**config.mk**
```make
export PLATFORM = sky130hd
export DESIGN_NAME = id_decode_pipe
export DESIGN_NICKNAME = d
export VERILOG_FILES = /design/src/rtl/id_pkg.sv /design/src/rtl/id_regfile.sv /design/src/rtl/id_decode_pipe.sv
export SDC_FILE = /design/constraint.sdc
export NUM_CORES = 1
export LEC_CHECK = 0
export CAP_MARGIN = 5
export CORE_MARGIN = 3
export CORE_UTILIZATION = 65
export DETAILED_ROUTE_END_ITERATION = 8
export DONT_BUFFER_PORTS = 1
export GPL_TIMING_DRIVEN = 0
export PLACE_DENSITY = 0.81
export SLEW_MARGIN = 20
export SYNTH_ARGS = -nofsm -noshare
export SYNTH_HDL_FRONTEND = slang
export SYNTH_HIERARCHICAL = 1
export SYNTH_SLANG_ARGS = --single-unit
```
**constraint.sdc**
```tcl
create_clock -name clk -period 5.2 [get_ports clk]
set_clock_uncertainty 0.1 [all_clocks]
set_input_delay 1.04 -clock clk [delete_from_list [all_inputs] [get_ports clk]]
set_output_delay 1.04 -clock clk [all_outputs]
set_load 0.05 [all_outputs]
```
**src/rtl/id_pkg.sv**
```systemverilog
// Shared encodings for the instruction-decode stage: ARM opcode/mode fields,
// execute commands, condition codes, status-flag positions and the ID/EXE control bundle.
package id_pkg;

  localparam logic [1:0] MODE_DP  = 2'b00;
  localparam logic [1:0] MODE_MEM = 2'b01;
  localparam logic [1:0] MODE_BR  = 2'b10;

  localparam logic [3:0] OP_AND = 4'b0000;
  localparam logic [3:0] OP_EOR = 4'b0001;
  localparam logic [3:0] OP_SUB = 4'b0010;
  localparam logic [3:0] OP_ADD = 4'b0100;
  localparam logic [3:0] OP_ADC = 4'b0101;
  localparam logic [3:0] OP_SBC = 4'b0110;
  localparam logic [3:0] OP_TST = 4'b1000;
  localparam logic [3:0] OP_CMP = 4'b1010;
  localparam logic [3:0] OP_ORR = 4'b1100;
  localparam logic [3:0] OP_MOV = 4'b1101;
  localparam logic [3:0] OP_MVN = 4'b1111;

  localparam logic [3:0] EXE_NOP = 4'b0000;
  localparam logic [3:0] EXE_MOV = 4'b0001;
  localparam logic [3:0] EXE_ADD = 4'b0010;
  localparam logic [3:0] EXE_ADC = 4'b0011;
  localparam logic [3:0] EXE_SUB = 4'b0100;
  localparam logic [3:0] EXE_SBC = 4'b0101;
  localparam logic [3:0] EXE_AND = 4'b0110;
  localparam logic [3:0] EXE_ORR = 4'b0111;
  localparam logic [3:0] EXE_EOR = 4'b1000;
  localparam logic [3:0] EXE_MVN = 4'b1001;

  localparam int FLAG_N = 3;
  localparam int FLAG_Z = 2;
  localparam int FLAG_C = 1;
  localparam int FLAG_V = 0;

  typedef enum logic [3:0] {
    COND_EQ = 4'h0, COND_NE, COND_CS, COND_CC, COND_MI, COND_PL, COND_VS, COND_VC,
    COND_HI, COND_LS, COND_GE, COND_LT, COND_GT, COND_LE, COND_AL, COND_NV
  } cond_e;

  typedef struct packed {
    logic        wb_en;
    logic        mem_r_en;
    logic        mem_w_en;
    logic        b;
    logic        s;
    logic        imm;
    logic [3:0]  exe_cmd;
    logic [11:0] shift_op;
    logic [23:0] imm24;
  } id_ctl_t;

  // NV (1111) is deliberately a never-execute code here.
  function automatic logic cond_pass(input cond_e cond, input logic [3:0] sr);
    logic n, z, c, v;
    n = sr[FLAG_N];
    z = sr[FLAG_Z];
    c = sr[FLAG_C];
    v = sr[FLAG_V];
    case (cond)
      COND_EQ: return z;
      COND_NE: return ~z;
      COND_CS: return c;
      COND_CC: return ~c;
      COND_MI: return n;
      COND_PL: return ~n;
      COND_VS: return v;
      COND_VC: return ~v;
      COND_HI: return c & ~z;
      COND_LS: return ~c | z;
      COND_GE: return n == v;
      COND_LT: return n != v;
      COND_GT: return ~z & (n == v);
      COND_LE: return z | (n != v);
      COND_AL: return 1'b1;
      default: return 1'b0;
    endcase
  endfunction

endpackage

```
**src/rtl/id_regfile.sv**
```systemverilog
// Register file for the decode stage: reset-to-index contents, one write port,
// two combinational read ports; ID_WB_BYPASS_EN forwards a same-cycle write to the reads.
module id_regfile
  import id_pkg::*;
#(
  parameter  int DATA_W   = 32,
  parameter  int NUM_REGS = 16,
  localparam int RA_W     = $clog2(NUM_REGS)
) (
  input  logic              clk,
  input  logic              rst,
  input  logic [RA_W-1:0]   rd_idx1,
  input  logic [RA_W-1:0]   rd_idx2,
  input  logic              wr_en,
  input  logic [RA_W-1:0]   wr_idx,
  input  logic [DATA_W-1:0] wr_data,
  output logic [DATA_W-1:0] rd_data1,
  output logic [DATA_W-1:0] rd_data2
);

  logic [DATA_W-1:0] regs [NUM_REGS];

  always_ff @(posedge clk or negedge rst) begin
    if (!rst) begin
      for (int i = 0; i < NUM_REGS; i++) begin
        regs[i] <= DATA_W'(i);
      end
    end else if (wr_en) begin
      regs[wr_idx] <= wr_data;
    end
  end

`ifdef ID_WB_BYPASS_EN
  assign rd_data1 = (wr_en && (wr_idx == rd_idx1)) ? wr_data : regs[rd_idx1];
  assign rd_data2 = (wr_en && (wr_idx == rd_idx2)) ? wr_data : regs[rd_idx2];
`else
  // Without forwarding a same-cycle write is seen only on the following cycle.
  assign rd_data1 = regs[rd_idx1];
  assign rd_data2 = regs[rd_idx2];
`endif

endmodule

```
**src/rtl/id_decode_pipe.sv**
```systemverilog
// ARM instruction decode with condition check and ID/EXE register, valid/ready handshake,
// hazard stall and branch flush. Optional write-back forwarding: ID_WB_BYPASS_EN.
module id_decode_pipe
  import id_pkg::*;
#(
  parameter  int DATA_W   = 32,
  parameter  int NUM_REGS = 16,
  localparam int RA_W     = $clog2(NUM_REGS)
) (
  input  logic              clk,
  input  logic              rst,
  input  logic              in_valid,
  output logic              in_ready,
  input  logic [31:0]       instruction,
  input  logic [3:0]        SR,
  input  logic              hazard,
  input  logic              flush,
  input  logic              wb_en,
  input  logic [RA_W-1:0]   wb_dest,
  input  logic [DATA_W-1:0] wb_value,
  output logic [RA_W-1:0]   id_src1,
  output logic [RA_W-1:0]   id_src2,
  output logic              id_two_src,
  output logic              out_valid,
  input  logic              out_ready,
  output logic              WB_En,
  output logic              Mem_R_En,
  output logic              Mem_W_En,
  output logic              B,
  output logic              S,
  output logic              Imm,
  output logic [3:0]        Exe_CMD,
  output logic [RA_W-1:0]   Dest,
  output logic [11:0]       Shift_Operand,
  output logic [23:0]       Sign_Imm_24,
  output logic [DATA_W-1:0] Value_Rn,
  output logic [DATA_W-1:0] Value_Rm
);

  logic [1:0]        mode;
  logic [3:0]        opcode;
  logic              is_store;
  logic              cond_ok;
  logic              advance;
  logic              take;
  id_ctl_t           dec_ctl;
  logic [DATA_W-1:0] rn_p0, rm_p0;

  logic              vld_p1;
  id_ctl_t           ctl_p1;
  logic [RA_W-1:0]   dest_p1;
  logic [DATA_W-1:0] rn_p1, rm_p1;

  // ---- stage 0: decode, condition check, operand read ----
  assign mode     = instruction[27:26];
  assign opcode   = instruction[24:21];
  assign is_store = (mode == MODE_MEM) && !instruction[20];
  assign cond_ok  = cond_pass(cond_e'(instruction[31:28]), SR);

  // Store data comes from Rd, so the second read port follows Rd for stores.
  assign id_src1    = RA_W'(instruction[19:16]);
  assign id_src2    = is_store ? RA_W'(instruction[15:12]) : RA_W'(instruction[3:0]);
  assign id_two_src = is_store | ~instruction[25];

  always_comb begin
    dec_ctl          = '0;
    dec_ctl.shift_op = instruction[11:0];
    dec_ctl.imm24    = instruction[23:0];
    case (mode)
      MODE_DP: begin
        dec_ctl.wb_en = 1'b1;
        case (opcode)
          OP_MOV:  dec_ctl.exe_cmd = EXE_MOV;
          OP_MVN:  dec_ctl.exe_cmd = EXE_MVN;
          OP_ADD:  dec_ctl.exe_cmd = EXE_ADD;
          OP_ADC:  dec_ctl.exe_cmd = EXE_ADC;
          OP_SUB:  dec_ctl.exe_cmd = EXE_SUB;
          OP_SBC:  dec_ctl.exe_cmd = EXE_SBC;
          OP_AND:  dec_ctl.exe_cmd = EXE_AND;
          OP_ORR:  dec_ctl.exe_cmd = EXE_ORR;
          OP_EOR:  dec_ctl.exe_cmd = EXE_EOR;
          OP_CMP: begin
            dec_ctl.exe_cmd = EXE_SUB;
            dec_ctl.wb_en   = 1'b0;
          end
          OP_TST: begin
            dec_ctl.exe_cmd = EXE_AND;
            dec_ctl.wb_en   = 1'b0;
          end
          default: dec_ctl.wb_en = 1'b0;
        endcase
        if (dec_ctl.exe_cmd != EXE_NOP) begin
          dec_ctl.s   = instruction[20];
          dec_ctl.imm = instruction[25];
        end
      end
      MODE_MEM: begin
        dec_ctl.exe_cmd  = EXE_ADD;
        dec_ctl.imm      = instruction[25];
        dec_ctl.wb_en    = instruction[20];
        dec_ctl.mem_r_en = instruction[20];
        dec_ctl.mem_w_en = ~instruction[20];
      end
      MODE_BR: dec_ctl.b = 1'b1;
      default: ;
    endcase
  end

  id_regfile #(
    .DATA_W  (DATA_W),
    .NUM_REGS(NUM_REGS)
  ) u_regfile (
    .clk     (clk),
    .rst     (rst),
    .rd_idx1 (id_src1),
    .rd_idx2 (id_src2),
    .wr_en   (wb_en),
    .wr_idx  (wb_dest),
    .wr_data (wb_value),
    .rd_data1(rn_p0),
    .rd_data2(rm_p0)
  );

  // ---- stage 1: ID/EXE register ----
  assign advance  = out_ready | ~vld_p1;
  assign in_ready = (~hazard & advance) | flush;
  assign take     = ~hazard & in_valid & cond_ok;

  // Anything that frees the register without a passing instruction leaves a bubble.
  always_ff @(posedge clk or negedge rst) begin
    if (!rst) begin
      vld_p1  <= 1'b0;
      ctl_p1  <= '0;
      dest_p1 <= '0;
      rn_p1   <= '0;
      rm_p1   <= '0;
    end else if (flush || (advance && !take)) begin
      vld_p1  <= 1'b0;
      ctl_p1  <= '0;
      dest_p1 <= '0;
      rn_p1   <= '0;
      rm_p1   <= '0;
    end else if (advance) begin
      vld_p1  <= 1'b1;
      ctl_p1  <= dec_ctl;
      dest_p1 <= RA_W'(instruction[15:12]);
      rn_p1   <= rn_p0;
      rm_p1   <= rm_p0;
    end
  end

  assign out_valid     = vld_p1;
  assign WB_En         = ctl_p1.wb_en;
  assign Mem_R_En      = ctl_p1.mem_r_en;
  assign Mem_W_En      = ctl_p1.mem_w_en;
  assign B             = ctl_p1.b;
  assign S             = ctl_p1.s;
  assign Imm           = ctl_p1.imm;
  assign Exe_CMD       = ctl_p1.exe_cmd;
  assign Shift_Operand = ctl_p1.shift_op;
  assign Sign_Imm_24   = ctl_p1.imm24;
  assign Dest          = dest_p1;
  assign Value_Rn      = rn_p1;
  assign Value_Rm      = rm_p1;

endmodule

```
After elaboration in Yosys (flattened, before gate mapping)
Index checks and enable logic that the tools add are counted.
{"block": "totals", "mem_bits_ro": 0, "regBits": 627, "word_cells": 126, "in_bits": 79, "ramBits": 0, "latchBits": 0, "memories": 0, "out_inout_bits": 125}
{"block": "op_classes", "shift": 0, "order_cmp": 4, "addsub": 0, "n_div": 0, "n_reduce_logical": 14, "mux": 30, "multipliers": 0, "bitwise": 21, "eq_ne": 28}
{"op": "512-bit bitwise mux", "count": 1}
{"op": "32-bit 2-to-1 mux", "count": 9}
{"op": "32-bit binary-select mux with 4-bit select", "count": 2}
{"op": "32-bit demux with 4-bit select", "count": 1}
{"op": "46-bit 2-to-1 mux", "count": 2}
{"op": "4-bit equality test (second input constant)", "count": 12}
{"op": "4-bit case mux with 9 select lines", "count": 1}
{"op": "4-bit by 3-bit equality test with 1-bit output (second input constant)", "count": 7}
{"op": "4-bit 2-to-1 mux", "count": 4}
{"op": "5-bit >= comparator (second input constant)", "count": 3}
{"op": "4-bit NOT with 5-bit output", "count": 3}
{"op": "1-bit case mux with 15 select lines", "count": 1}
{"op": "4-bit by 2-bit equality test with 1-bit output (second input constant)", "count": 3}
{"op": "5-bit case mux with 2 select lines", "count": 1}
{"op": "9-bit OR reduction", "count": 1}
{"op": "4-bit by 1-bit equality test with 1-bit output (second input constant)", "count": 2}
{"op": "4-bit logical NOT", "count": 2}
{"op": "1-bit NOT", "count": 8}
{"op": "1-bit AND", "count": 5}
{"op": "5-bit by 1-bit less-than comparator with 1-bit output (second input constant)", "count": 1}
{"op": "1-bit 2-to-1 mux", "count": 5}
{"op": "1-bit OR", "count": 5}
{"op": "2-bit 2-to-1 mux", "count": 2}
{"op": "4-bit nonzero test", "count": 1}
{"op": "other kinds (11)", "count": 15}

Depth between registers and ports, before layout
{"block": "logic_depth", "depth_word": 9, "mapped_depth": 10, "mapped_depth_nobuf": 7}

By module
Netlist, hierarchy kept.
{"module": "id_regfile", "area_per_inst_um2": 26497.9, "cells_each": 1675, "n_inst": 1, "seq_area_each_um2": 12852.3}
{"module": "id_decode_pipe", "area_per_inst_um2": 4152.7, "cells_each": 324, "n_inst": 1, "seq_area_each_um2": 2477.4}

Least setup slack after synthesis
Ideal clock, no wire load.
{"block": "synth_path", "kind": "input -> register", "startpoint": "in instruction[26]", "endpoint": "reg rm_p1[10], in the netlist Value_Rm[10]", "setup_slack_ns": 1.133, "setup_ns": 0.121, "arrival_ns": 3.846, "required_ns": 4.979, "n_path_buf": 3, "cell_stages": 10, "path_cell_list": "clkbuf_1 inv_1 nor3_1 mux2_2 buf_2 buf_2 mux4_2 a22oi_1 nand2_1 a22o_1"}
{"block": "synth_via", "elab_chain_cells": 9}
{"item": "from (decl)", "line_no": "id_decode_pipe.sv:14", "source": "input logic [31:0] instruction,"}
{"item": "2-bit by 1-bit equality test with 1-bit output", "line_no": "id_decode_pipe.sv:57", "source": "assign is_store = (mode == MODE_MEM) && !instruction[20];"}
{"item": "1-bit logical AND", "line_no": "id_decode_pipe.sv:57"}
{"item": "4-bit 2-to-1 mux", "line_no": "id_decode_pipe.sv:62", "source": "assign id_src2 = is_store ? RA_W'(instruction[15:12]) : RA_W'(instruction[3:0]);"}
{"item": "net id_src2[0]", "line_no": "id_decode_pipe.sv:22", "source": "output logic [RA_W-1:0] id_src2,"}
{"item": "4-bit NOT with 5-bit output (implied by the code)", "line_no": "id_regfile.sv:39", "source": "assign rd_data2 = regs[rd_idx2];"}
{"item": "32-bit binary-select mux with 4-bit select", "line_no": "id_regfile.sv:39"}
{"item": "32-bit 2-to-1 mux (implied by the code) (2 in series)", "line_no": "id_regfile.sv:39"}
{"item": "net rm_p0[10]", "line_no": "id_decode_pipe.sv:47", "source": "logic [DATA_W-1:0] rn_p0, rm_p0;"}
{"item": "32-bit 2-to-1 mux", "line_no": "id_decode_pipe.sv:143", "source": "end else if (advance) begin"}
{"item": "32-bit 2-to-1 mux", "line_no": "id_decode_pipe.sv:137", "source": "end else if (flush || (advance && !take)) begin"}
{"item": "to (signal assigned)", "line_no": "id_decode_pipe.sv:148", "source": "rm_p1 <= rm_p0;"}
{"item": "to (decl)", "line_no": "id_decode_pipe.sv:52", "source": "logic [DATA_W-1:0] rn_p1, rm_p1;"}
The timed path passes the listed nets, and every way through them passes these cells. The select of a mux whose other input is x is not followed.
A chain may end at the register's enable or synchronous reset.

Final worst setup path
{"block": "layout_path", "startpoint": "in instruction[26]", "endpoint": "reg rm_p1[8], in the netlist Value_Rm[8]"}
The elaborated chain is that of the path after synthesis.

==> flow_summary.json <==
{
  "run_status": "finished with violations",
  "violations": "max-slew violations",
  "dp_hpwl_um": 59100,
  "grt_pass1_vias": 21400,
  "p_per_area_nw_per_um2": 419,
  "hold_slack_ns": 0.0447,
  "synth_cell_types": 45,
  "hold_path_class": "input port to asynchronous set/reset pin",
  "vias_per_cell": 7.57,
  "layout_commonest_cell": "dfrtp_1",
  "die_h_um": 223,
  "dieArea_um2": 49800,
  "cts_buffers": 66,
  "maxSlewViolCount": 404,
  "syn-num-nets": 2078,
  "drt-total-wl_um": 93400,
  "synth-main-ff-cell": "dfrtp_1",
  "path_common_cell": "clkbuf_1",
  "final_nets": 2146,
  "cp_max_fo": 10,
  "hold_viol": 0,
  "path_cells": "clkbuf_1 > inv_1 > nor3_2 > mux2_2 > clkbuf_1 > clkbuf_1 > mux4_2 > a22oi_1 > nand2_1 > a22o_1",
  "core_area_um2": 46000,
  "cts_tree": "built",
  "slowest_stage": "clkbuf_1",
  "timing.fmax_ghz": 0.203,
  "yosysSeqAreaShare_pct": 50.0,
  "cap_violations": 0,
  "grt_pass1_wl_um": 137000,
  "worst_pin_slew_ns": 2.50,
  "min_period_over_period_pct": 94.6,
  "clock_latency_ns": 0.60,
  "portBuffers": 0,
  "synth_area_per_cell_um2": 15.3,
  "netlist_instances": 1999,
  "finalSetupViolations": 0,
  "synth-edff-count": 0,
  "cts_resized": 0,
  "synthTopCellsByArea": "dfrtp_1, mux2_2, mux4_2",
  "cts_root_buf": "clkbuf_16",
  "holdBufCountCts": 0,
  "grt.overflow.total": 0,
  "initialDrtViolationCount": 2413,
  "required_ns": 5.58,
  "grt_antenna_before_repair": 0,
  "synth_top_area_share_pct": 47.3,
  "tns_ns": 0,
  "max_stage_delay_ns": 0.84,
  "ios": 204,
  "end_kind": "flip-flop",
  "synth_seq_cells": 611,
  "fin_crit_ns": 4.92,
  "layout_common_cells": "dfrtp_1, mux2_2, mux4_2, clkbuf_1, a22oi_1",
  "cts.sinks": 611,
  "grt_max_degree": 612,
  "drc": 0,
  "cp_top_family": "buffers and inverters",
  "clk_pin_slew_ns": 0.06,
  "num_vias": 20600,
  "gp_congestion": 0.919,
  "initial_utilization_pct": 66.7,
  "power.leakage_uw": 0.0141,
  "grt_setup_unrepaired": "false",
  "synthArstFlopShare_pct": 100,
  "gr-usage-all-layers_pct": 37.7,
  "synth_top_area_cell": "dfrtp_1",
  "synth_warnings": 6,
  "crit_type": "input port to flip-flop",
  "crit_arrival_ns": 5.29,
  "cp-start-kind": "input port",
  "detail_route.wl_per_cell_um": 34.4,
  "post_cts_buffers": 0,
  "crit_buf_inv": 4,
  "fill_cells": 2840,
  "area_delta_synth_final_pct": 9.57,
  "max_slew_margin_pct": -66.5,
  "drive_gt1_share_pct": 47.6,
  "cts.path.max_buffers": 3,
  "rows": 78,
  "cts-htree-levels": 3,
  "dr.pass1.iters": 6,
  "fp.dieW_um": 223,
  "netlist_area_um2": 30700,
  "ir_drop_v": 0.000289,
  "drtAntennaViolNets": 0
}
## path summary, 6_finish.rpt
check / startpoint / end / slack, ns / cells after the start
max in group asynchronous: rst / u_regfile/regs[427]$_DFFE_PN0P_ / 2.98 / 0
worst min register to register: u_regfile/regs[50]$_DFFE_PN0P_ / u_regfile/regs[50]$_DFFE_PN0P_ / 0.43 / 1
min in group clk: u_regfile/regs[50]$_DFFE_PN0P_ / u_regfile/regs[50]$_DFFE_PN0P_ / 0.43 / 1
worst min-delay path: rst / Shift_Operand[5]$_DFFE_PN0P_ / 0.04 / 0
worst max register to register: out_valid$_DFFE_PN0P_ / Value_Rm[4]$_DFFE_PN0P_ / 1.84 / 5
worst max-delay path: instruction[26] / Value_Rm[8]$_DFFE_PN0P_ / 0.28 / 10
## stage by stage
stage	instances	util, %	total power (µW)	area, µm²	setup WS [ns]
2_1_floorplan	1999	-	8530	30700	1.13
3_3_place_gp	2599	68.3	9060	31400	-0.808
3_5_place_dp	2599	68.3	9290	31400	-0.485
4_1_cts	2717	73.0	14000	33600	0.114
5_1_grt	2717	73.1	14600	33600	0.197
6_report	2718	73.1	14100	33600	0.283
## layer usage
metal	vias to the layer above	GRT usage, %	wire length [µm]
met3	334	13.8	11800
met1	10900	48.8	33500
met5	-	0	0
met2	1394	56.8	42700
met4	0	19.2	5460
li1	7913	-	-
## sequential cells by signal, summed over array words and instances (netlist names), 4 cells and up
signal and count:
Sign_Imm_24 13, Value_Rm 32, Exe_CMD 4, Value_Rn 32
u_regfile/regs 512, Shift_Operand 11
## cell type report
type | count | area, µm² | area share [%]
plain buffers | 218 | 1070 | 3.19
diodes | 1 | 2.50 | 0.00745
inverters | 4 | 15.0 | 0.0447
multi-input cells | 1166 | 14200 | 42.4
clock buffers | 110 | 2050 | 6.11
clock inverters | 8 | 119 | 0.354
well taps | 600 | 751 | 2.24
flip-flops and latches | 611 | 15300 | 45.6
## synthesized netlist by cell type, types with 4 or more instances
library cell,n
a21oi_1,5
a22o_1,89
a22oi_1,128
and3_1,4
buf_1,5
buf_2,77
buf_4,23
buf_6,9
clkbuf_1,104
dfrtp_1,579
dfstp_2,32
inv_1,4
mux2_2,513
mux2i_1,4
mux4_2,256
nand2_1,78
nand2b_1,9
nand3_1,5
nand3b_1,4
nor2_1,12
nor2b_1,4
nor3_1,10
o21ai_0,12
## cell families after synthesis
kind of cell | synth area share, %
AND/OR/NAND/NOR | 2.13
buffers and inverters | 3.54
flip-flops | 50.0
XOR/XNOR | 0.0857
AO/OA/AOI/OAI | 6.34
multiplexers | 37.9
## power by group
part           internal [µW]  leakage [µW]  switching [µW]
Sequential              5750       0.00760             780
Clock                   2840       0.00106            1910
Combinational           1710       0.00548            1090
No activity file was read; power rests on OpenSTA's default activity.
